==> src/rtl/hwag_pkg.sv <==
// Shared types and helpers for the hwag angle-domain channel scheduler.
package hwag_pkg;

  localparam int unsigned ANGLE_W   = 12;
  localparam int unsigned ANGLE_MAX = 3839;

  typedef enum logic [1:0] {
    IDLE = 2'd0,
    WAIT = 2'd1,
    ON   = 2'd2,
    DONE = 2'd3
  } ch_state_t;

  // [on,off) membership; a window with on > off spans the 3839->0 wrap.
  function automatic logic in_window(
    input logic [ANGLE_W-1:0] a,
    input logic [ANGLE_W-1:0] on,
    input logic [ANGLE_W-1:0] off
  );
    if (on < off) begin
      return (a >= on) && (a < off);
    end else if (on > off) begin
      return (a >= on) || (a < off);
    end else begin
      return 1'b0;
    end
  endfunction

endpackage

==> src/rtl/hwag_ch_unit.sv <==
// One scheduler channel: shadow/active window registers, firing FSM and
// registered ch_out/ch_fired.
module hwag_ch_unit
  import hwag_pkg::*;
(
  input  logic               clk,
  input  logic               rst,
  input  logic               hwag_start,
  input  logic               angle_tick,
  input  logic [ANGLE_W-1:0] angle,
  input  logic               wrap,
  input  logic               wr,
  input  logic               wr_en,
  input  logic [ANGLE_W-1:0] wr_on,
  input  logic [ANGLE_W-1:0] wr_off,
  output logic               pend,
  output logic               ch_out,
  output logic               ch_fired
);

  logic               sh_en_q, act_en_q, pend_q;
  logic [ANGLE_W-1:0] sh_on_q, sh_off_q, act_on_q, act_off_q;
  logic               out_q, out_d, fired_q, fired_d;
  ch_state_t          state_q, state_d;

  logic               load;
  logic               en_eff;
  logic [ANGLE_W-1:0] on_eff, off_eff;
  logic               iw;

  // A pending shadow takes effect on the wrap tick itself, so the FSM
  // evaluates that tick against the freshly loaded window.
  assign load    = wrap & pend_q;
  assign en_eff  = load ? sh_en_q  : act_en_q;
  assign on_eff  = load ? sh_on_q  : act_on_q;
  assign off_eff = load ? sh_off_q : act_off_q;
  assign iw      = in_window(angle, on_eff, off_eff);

  always_comb begin
    state_d = state_q;
    fired_d = 1'b0;
    if (!hwag_start || !en_eff) begin
      state_d = IDLE;
    end else if (angle_tick) begin
      unique case (state_q)
        IDLE: if (wrap) state_d = WAIT;
        WAIT: if (iw) state_d = ON;
        ON: begin
          // Only a wrap-spanning window may stay high across the wrap.
          if (wrap ? (on_eff <= off_eff) : !iw) begin
            state_d = DONE;
            fired_d = 1'b1;
          end
        end
        DONE: if (wrap) state_d = iw ? ON : WAIT;
      endcase
    end
    out_d = (state_d == ON);
  end

  always_ff @(posedge clk or negedge rst) begin
    if (!rst) begin
      sh_en_q   <= 1'b0;
      sh_on_q   <= '0;
      sh_off_q  <= '0;
      act_en_q  <= 1'b0;
      act_on_q  <= '0;
      act_off_q <= '0;
      pend_q    <= 1'b0;
      state_q   <= IDLE;
      out_q     <= 1'b0;
      fired_q   <= 1'b0;
    end else begin
      if (load) begin
        act_en_q  <= sh_en_q;
        act_on_q  <= sh_on_q;
        act_off_q <= sh_off_q;
      end
      if (wr) begin
        sh_en_q  <= wr_en;
        sh_on_q  <= wr_on;
        sh_off_q <= wr_off;
        pend_q   <= 1'b1;
      end else if (wrap) begin
        pend_q <= 1'b0;
      end
      state_q <= state_d;
      out_q   <= out_d;
      fired_q <= fired_d;
    end
  end

  assign pend     = pend_q;
  assign ch_out   = out_q;
  assign ch_fired = fired_q;

endmodule

==> src/rtl/hwag_ch_sched.sv <==
// Angle-domain output scheduler: config decode/ack, wrap detection and
// N_CH channel units.
module hwag_ch_sched #(
  parameter  int unsigned N_CH      = 4,
  parameter  int unsigned ANGLE_W   = 12,
  parameter  int unsigned ANGLE_MAX = 3839,
  localparam int unsigned CH_W      = (N_CH > 1) ? $clog2(N_CH) : 1
) (
  input  logic               clk,
  input  logic               rst,
  input  logic               hwag_start,
  input  logic [ANGLE_W-1:0] angle,
  input  logic               angle_tick,
  input  logic               cfg_wr,
  input  logic [CH_W-1:0]    cfg_ch,
  input  logic               cfg_en,
  input  logic [ANGLE_W-1:0] cfg_on,
  input  logic [ANGLE_W-1:0] cfg_off,
  output logic               cfg_ack,
  output logic               cfg_err,
  output logic [N_CH-1:0]    cfg_pend,
  output logic [N_CH-1:0]    ch_out,
  output logic [N_CH-1:0]    ch_fired
);

  logic [ANGLE_W-1:0] prev_q, prev_d;
  logic               ack_q, ack_d, err_q, err_d;
  logic               cfg_bad, wrap;
  logic [N_CH-1:0]    wr_sel;

  assign cfg_bad = (32'(cfg_on) > ANGLE_MAX) || (32'(cfg_off) > ANGLE_MAX) ||
                   (32'(cfg_ch) >= N_CH);
  assign wrap    = angle_tick & hwag_start & (angle < prev_q);

  always_comb begin
    prev_d = angle_tick ? angle : prev_q;
    ack_d  = cfg_wr;
    err_d  = cfg_wr & cfg_bad;
  end

  always_ff @(posedge clk or negedge rst) begin
    if (!rst) begin
      prev_q <= '0;
      ack_q  <= 1'b0;
      err_q  <= 1'b0;
    end else begin
      prev_q <= prev_d;
      ack_q  <= ack_d;
      err_q  <= err_d;
    end
  end

  for (genvar i = 0; i < N_CH; i++) begin : g_ch
    assign wr_sel[i] = cfg_wr & ~cfg_bad & (32'(cfg_ch) == i);

    hwag_ch_unit u_unit (
      .clk        (clk),
      .rst        (rst),
      .hwag_start (hwag_start),
      .angle_tick (angle_tick),
      .angle      (angle),
      .wrap       (wrap),
      .wr         (wr_sel[i]),
      .wr_en      (cfg_en),
      .wr_on      (cfg_on),
      .wr_off     (cfg_off),
      .pend       (cfg_pend[i]),
      .ch_out     (ch_out[i]),
      .ch_fired   (ch_fired[i])
    );
  end

  assign cfg_ack = ack_q;
  assign cfg_err = err_q;

endmodule

==> config.mk <==
export PLATFORM = sky130hd
export DESIGN_NAME = hwag_ch_sched
export DESIGN_NICKNAME = d
export VERILOG_FILES = /design/src/rtl/hwag_pkg.sv /design/src/rtl/hwag_ch_unit.sv /design/src/rtl/hwag_ch_sched.sv
export SDC_FILE = /design/constraint.sdc
export NUM_CORES = 1
export LEC_CHECK = 0
export BUFFER_PORTS_ARGS = -buffer_cell sky130_fd_sc_hd__buf_2
export CORE_MARGIN = 3
export CORE_UTILIZATION = 60
export DETAILED_ROUTE_END_ITERATION = 10
export HOLD_SLACK_MARGIN = 0.08
export PLACE_DENSITY = 0.74
export SYNTH_ARGS = -nofsm -noshare
export SYNTH_HDL_FRONTEND = slang
export SYNTH_HIERARCHICAL = 1
export SYNTH_SLANG_ARGS = --single-unit
==> constraint.sdc <==
create_clock -name clk -period 7.02 [get_ports clk]
set_clock_uncertainty 0.05 [all_clocks]
set_input_delay 0.702 -clock clk [delete_from_list [all_inputs] [get_ports clk]]
set_output_delay 0.702 -clock clk [all_outputs]
set_load 0.03 [all_outputs]
==> impl_metrics.toml <==
[power_and_ir_drop]
ir_drop_mv = 0.251
p_clk_share_pct = 23.5
power_frac_seq_pct = 34.6
switching_power_uw = 2110
power_leakage_uw = 0.00722
pwr-share-comb_pct = 41.9
p_int_uw = 3620
switching_share_pct = 36.7
power_density_nw_per_um2 = 394

[yosys]
async_reset_ff_share_pct = 100
netlist_area_sq_um = 13100
ys_ff_latch = 234
synth_cells = 1145
yosys_warnings = 6
avgSynthCellArea_sq_um = 11.4
synth_nets = 1309
synth_seq_area_share_pct = 44.7
synth_edf_count = 0
ys_types = 86
synthFlopType = "dfrtp_1"

[clock_network]
path_clk_slew_ns = 0.06
cts_root_buffer = "clkbuf_16"
ctsHoldBuffers = 0
cts_made_buffers = 26
clockBufferDepth = 3
clock_sinks = 234
postCtsSetupBuffers = 0
cts.htree.levels = 1
worst_skew_pair.late_latency_ns = 0.53
cts_resized = 0
cts_tree = "yes"

[sta]
fin_crit_ns = 5.20
fin_crit_sh_pct = 74.0
max_freq_ghz = 0.192
fin_ws_ns = 1.82
setup_violations = 0
slew_violations = 0
relSlewSlack_pct = 36.8
rsz0062_at_grt = "no"
tightest_slew_ns = 0.949
hold_viol = 0
fin_setup_tns_ns = 0

[setup_path]
arrival_ns = 5.62
cp_slowest_cell = "a2111oi_0"
critPathLaunchType = "input port"
worstSetupPathType = "input port to register"
path_max_fanout = 28
end_kind = "register"
crit_chain = "buf_2, ha_1, a21oi_1, nand2_1, a211o_1, a211oi_4, buf_4, nand2_2, buf_4, mux2i_1, inv_1, ha_1, and4_1, o2111ai_1, a2111oi_0, o21ba_2, nand2_1, a31oi_1, o31ai_1, and4b_1"
crit_family = "compound AO/OA/AOI/OAI gates"
slowest_delay_ns = 0.68
cp.buffers_inverters = 4
worstPathRequired_ns = 7.44

[grt]
grt_overflow = 0
met2_usage_pct = 44.1
use_met1_pct = 39.7
met3_usage_pct = 3.63
grt_pass1_vias = 9260
antenna_found_initial = 0
grt.busiest_layer = "met2"
grt_max_degree = 123
grt_pass1_wl_um = 51400
grt.total_usage_pct = 27.7

[min_path]
min-delay-path-class = "input port to async pin"

[cells_and_area]
n_antenna_cell = 0
final_cell_mix = "234 x dfrtp_1, 138 x mux2_2, 126 x inv_1"
nets = 1379
multi_input_area_sq_um = 6630
drive_gt1_share_pct = 24.1
area_growth_pct = 11.2
n_fill_cell = 1623
regArea_sq_um = 5860
final_common_cell = "dfrtp_1"

[placement]
dp_slack_ns = 1.39
dp_hpwl_um = 22000
routabilityCongestion = 0.892
io_buffers = 57

[routing]
totalWireLength_um = 32300
drc = 0
vias = 9141
drtAntennaViolNets = 0
first_pass_iters = 5
drtIter0Drc = 673
viasPerCell = 6.06
avgRoutedWirePerCell_um = 21.4

[die]
start_util_pct = 61.7
dieHeight_um = 154
die_w_um = 154
core.rowCount = 53
core-area_sq_um = 21200
io_pins = 58
dieArea_sq_um = 23600

[run_status]
run_status = "complete, no violations"

[run]
drv_cap = 0
[cell usage after synthesis, types with 6 or more instances]
cell,count,area share [%]
inv_1,126,3.6
nand3_1,14,0.54
a31oi_1,10,0.48
dfrtp_1,234,45
a21o_1,24,1.4
maj3_1,8,0.61
nand4_1,11,0.53
nor2b_1,6,0.29
a2111oi_0,10,0.67
clkbuf_1,15,0.43
o21a_1,9,0.52
o21ai_0,36,1.4
mux2_2,138,12
ha_1,120,11
buf_1,7,0.20
o211ai_1,10,0.57
a21oi_1,44,1.7
a211oi_1,10,0.57
nor3_1,11,0.42
nand2_1,52,1.5
and3_1,8,0.38
xnor2_1,22,1.5
nor2_1,31,0.89
mux2i_1,57,4.4
[registers in the layout, indices dropped and copies added, names as in the netlist, 8 cells and up]
register and flops:
g_ch.u_unit/sh_off_q 48, g_ch.u_unit/sh_on_q 48, g_ch.u_unit/state_q 8, g_ch.u_unit/act_on_q 48, prev_q 12, g_ch.u_unit/act_off_q 48
[per-layer routing]
layer | wire length, um | vias to the layer above
met5 | 0 | -
met2 | 14600 | 274
met1 | 14800 | 4517
met4 | 1190 | 0
li1 | - | 4282
met3 | 1790 | 68
[through the flow]
| step | hold slack, ns | util (%) | std cells | cell area, sq um | power (uW) |
|---|---|---|---|---|---|
| 6_report | 0.184 | 68.6 | 1508 | 14600 | 5730 |
| 2_1_floorplan | 0.356 | - | 1145 | 13100 | 3760 |
| 3_3_place_gp | 0.416 | 64.6 | 1462 | 13700 | 4270 |
| 3_5_place_dp | 0.426 | 64.6 | 1462 | 13700 | 4370 |
| 5_1_grt | 0.261 | 68.6 | 1508 | 14600 | 6160 |
| 4_1_cts | 0.250 | 68.6 | 1508 | 14600 | 5740 |
[worst paths after layout]
check,startpoint,to,slack [ns],cells past startpoint
max,angle[10],g_ch[0].u_unit/state_q[0]$_DFF_PN0_,1.82,20
min reg2reg,g_ch[0].u_unit/act_en_q$_DFF_PN0_,g_ch[0].u_unit/act_en_q$_DFF_PN0_,0.44,2
min in group clk,cfg_wr,cfg_ack$_DFF_PN0_,0.27,1
max in group asynchronous,rst,g_ch[1].u_unit/act_on_q[5]$_DFF_PN0_,5.36,2
max reg2reg,prev_q[10]$_DFFE_PN0P_,g_ch[0].u_unit/state_q[0]$_DFF_PN0_,1.91,20
min,rst,g_ch[3].u_unit/pend$_DFFE_PN0P_,0.18,1
[layout make-up]
cell class	instances	area share, %
Inverter	128	3.30
Timing Repair Buffer	70	2.70
Sequential cell	234	40.2
Clock buffer	38	5.48
Tap cell	275	2.36
Clock inverter	8	0.353
Multi-Input combinational cell	755	45.6
[kinds of logic (layout without fill, tap and decap cells)]
family / Yosys count / after routing / share of synthesized area [%]
flops: 234 / 234 / 44.7
compound gates: 226 / 226 / 12.4
mux: 201 / 201 / 17.0
simple gates: 173 / 173 / 7.18
buf+inv: 156 / 244 / 4.79
fa+ha+maj: 129 / 129 / 12.2
xor+xnor: 26 / 26 / 1.74
[power groups by stage]
stage          Combinational [uW]  Sequential, uW  Clock [uW]
5_1_grt                      2720            2030        1420
3_3_place_gp                 2280            1980           0
6_report                     2400            1980        1340
3_5_place_dp                 2370            2000           0
2_1_floorplan                1820            1940           0
4_1_cts                      2390            1980        1360
[worst register-to-register path: stages (launching register included)]
cell and delay [ns]:
dfrtp_1 0.36, inv_1 0.08, ha_1 0.28, a21oi_1 0.16
nand2_1 0.06, a211o_1 0.32, a211oi_4 0.23, buf_4 0.29
nand2_2 0.12, buf_4 0.29, mux2i_1 0.32, inv_1 0.11
ha_1 0.33, and4_1 0.22, o2111ai_1 0.16, a2111oi_0 0.68
o21ba_2 0.28, nand2_1 0.07, a31oi_1 0.09, o31ai_1 0.33
and4b_1 0.23
Note: power is estimated with default switching activity, not from simulation.
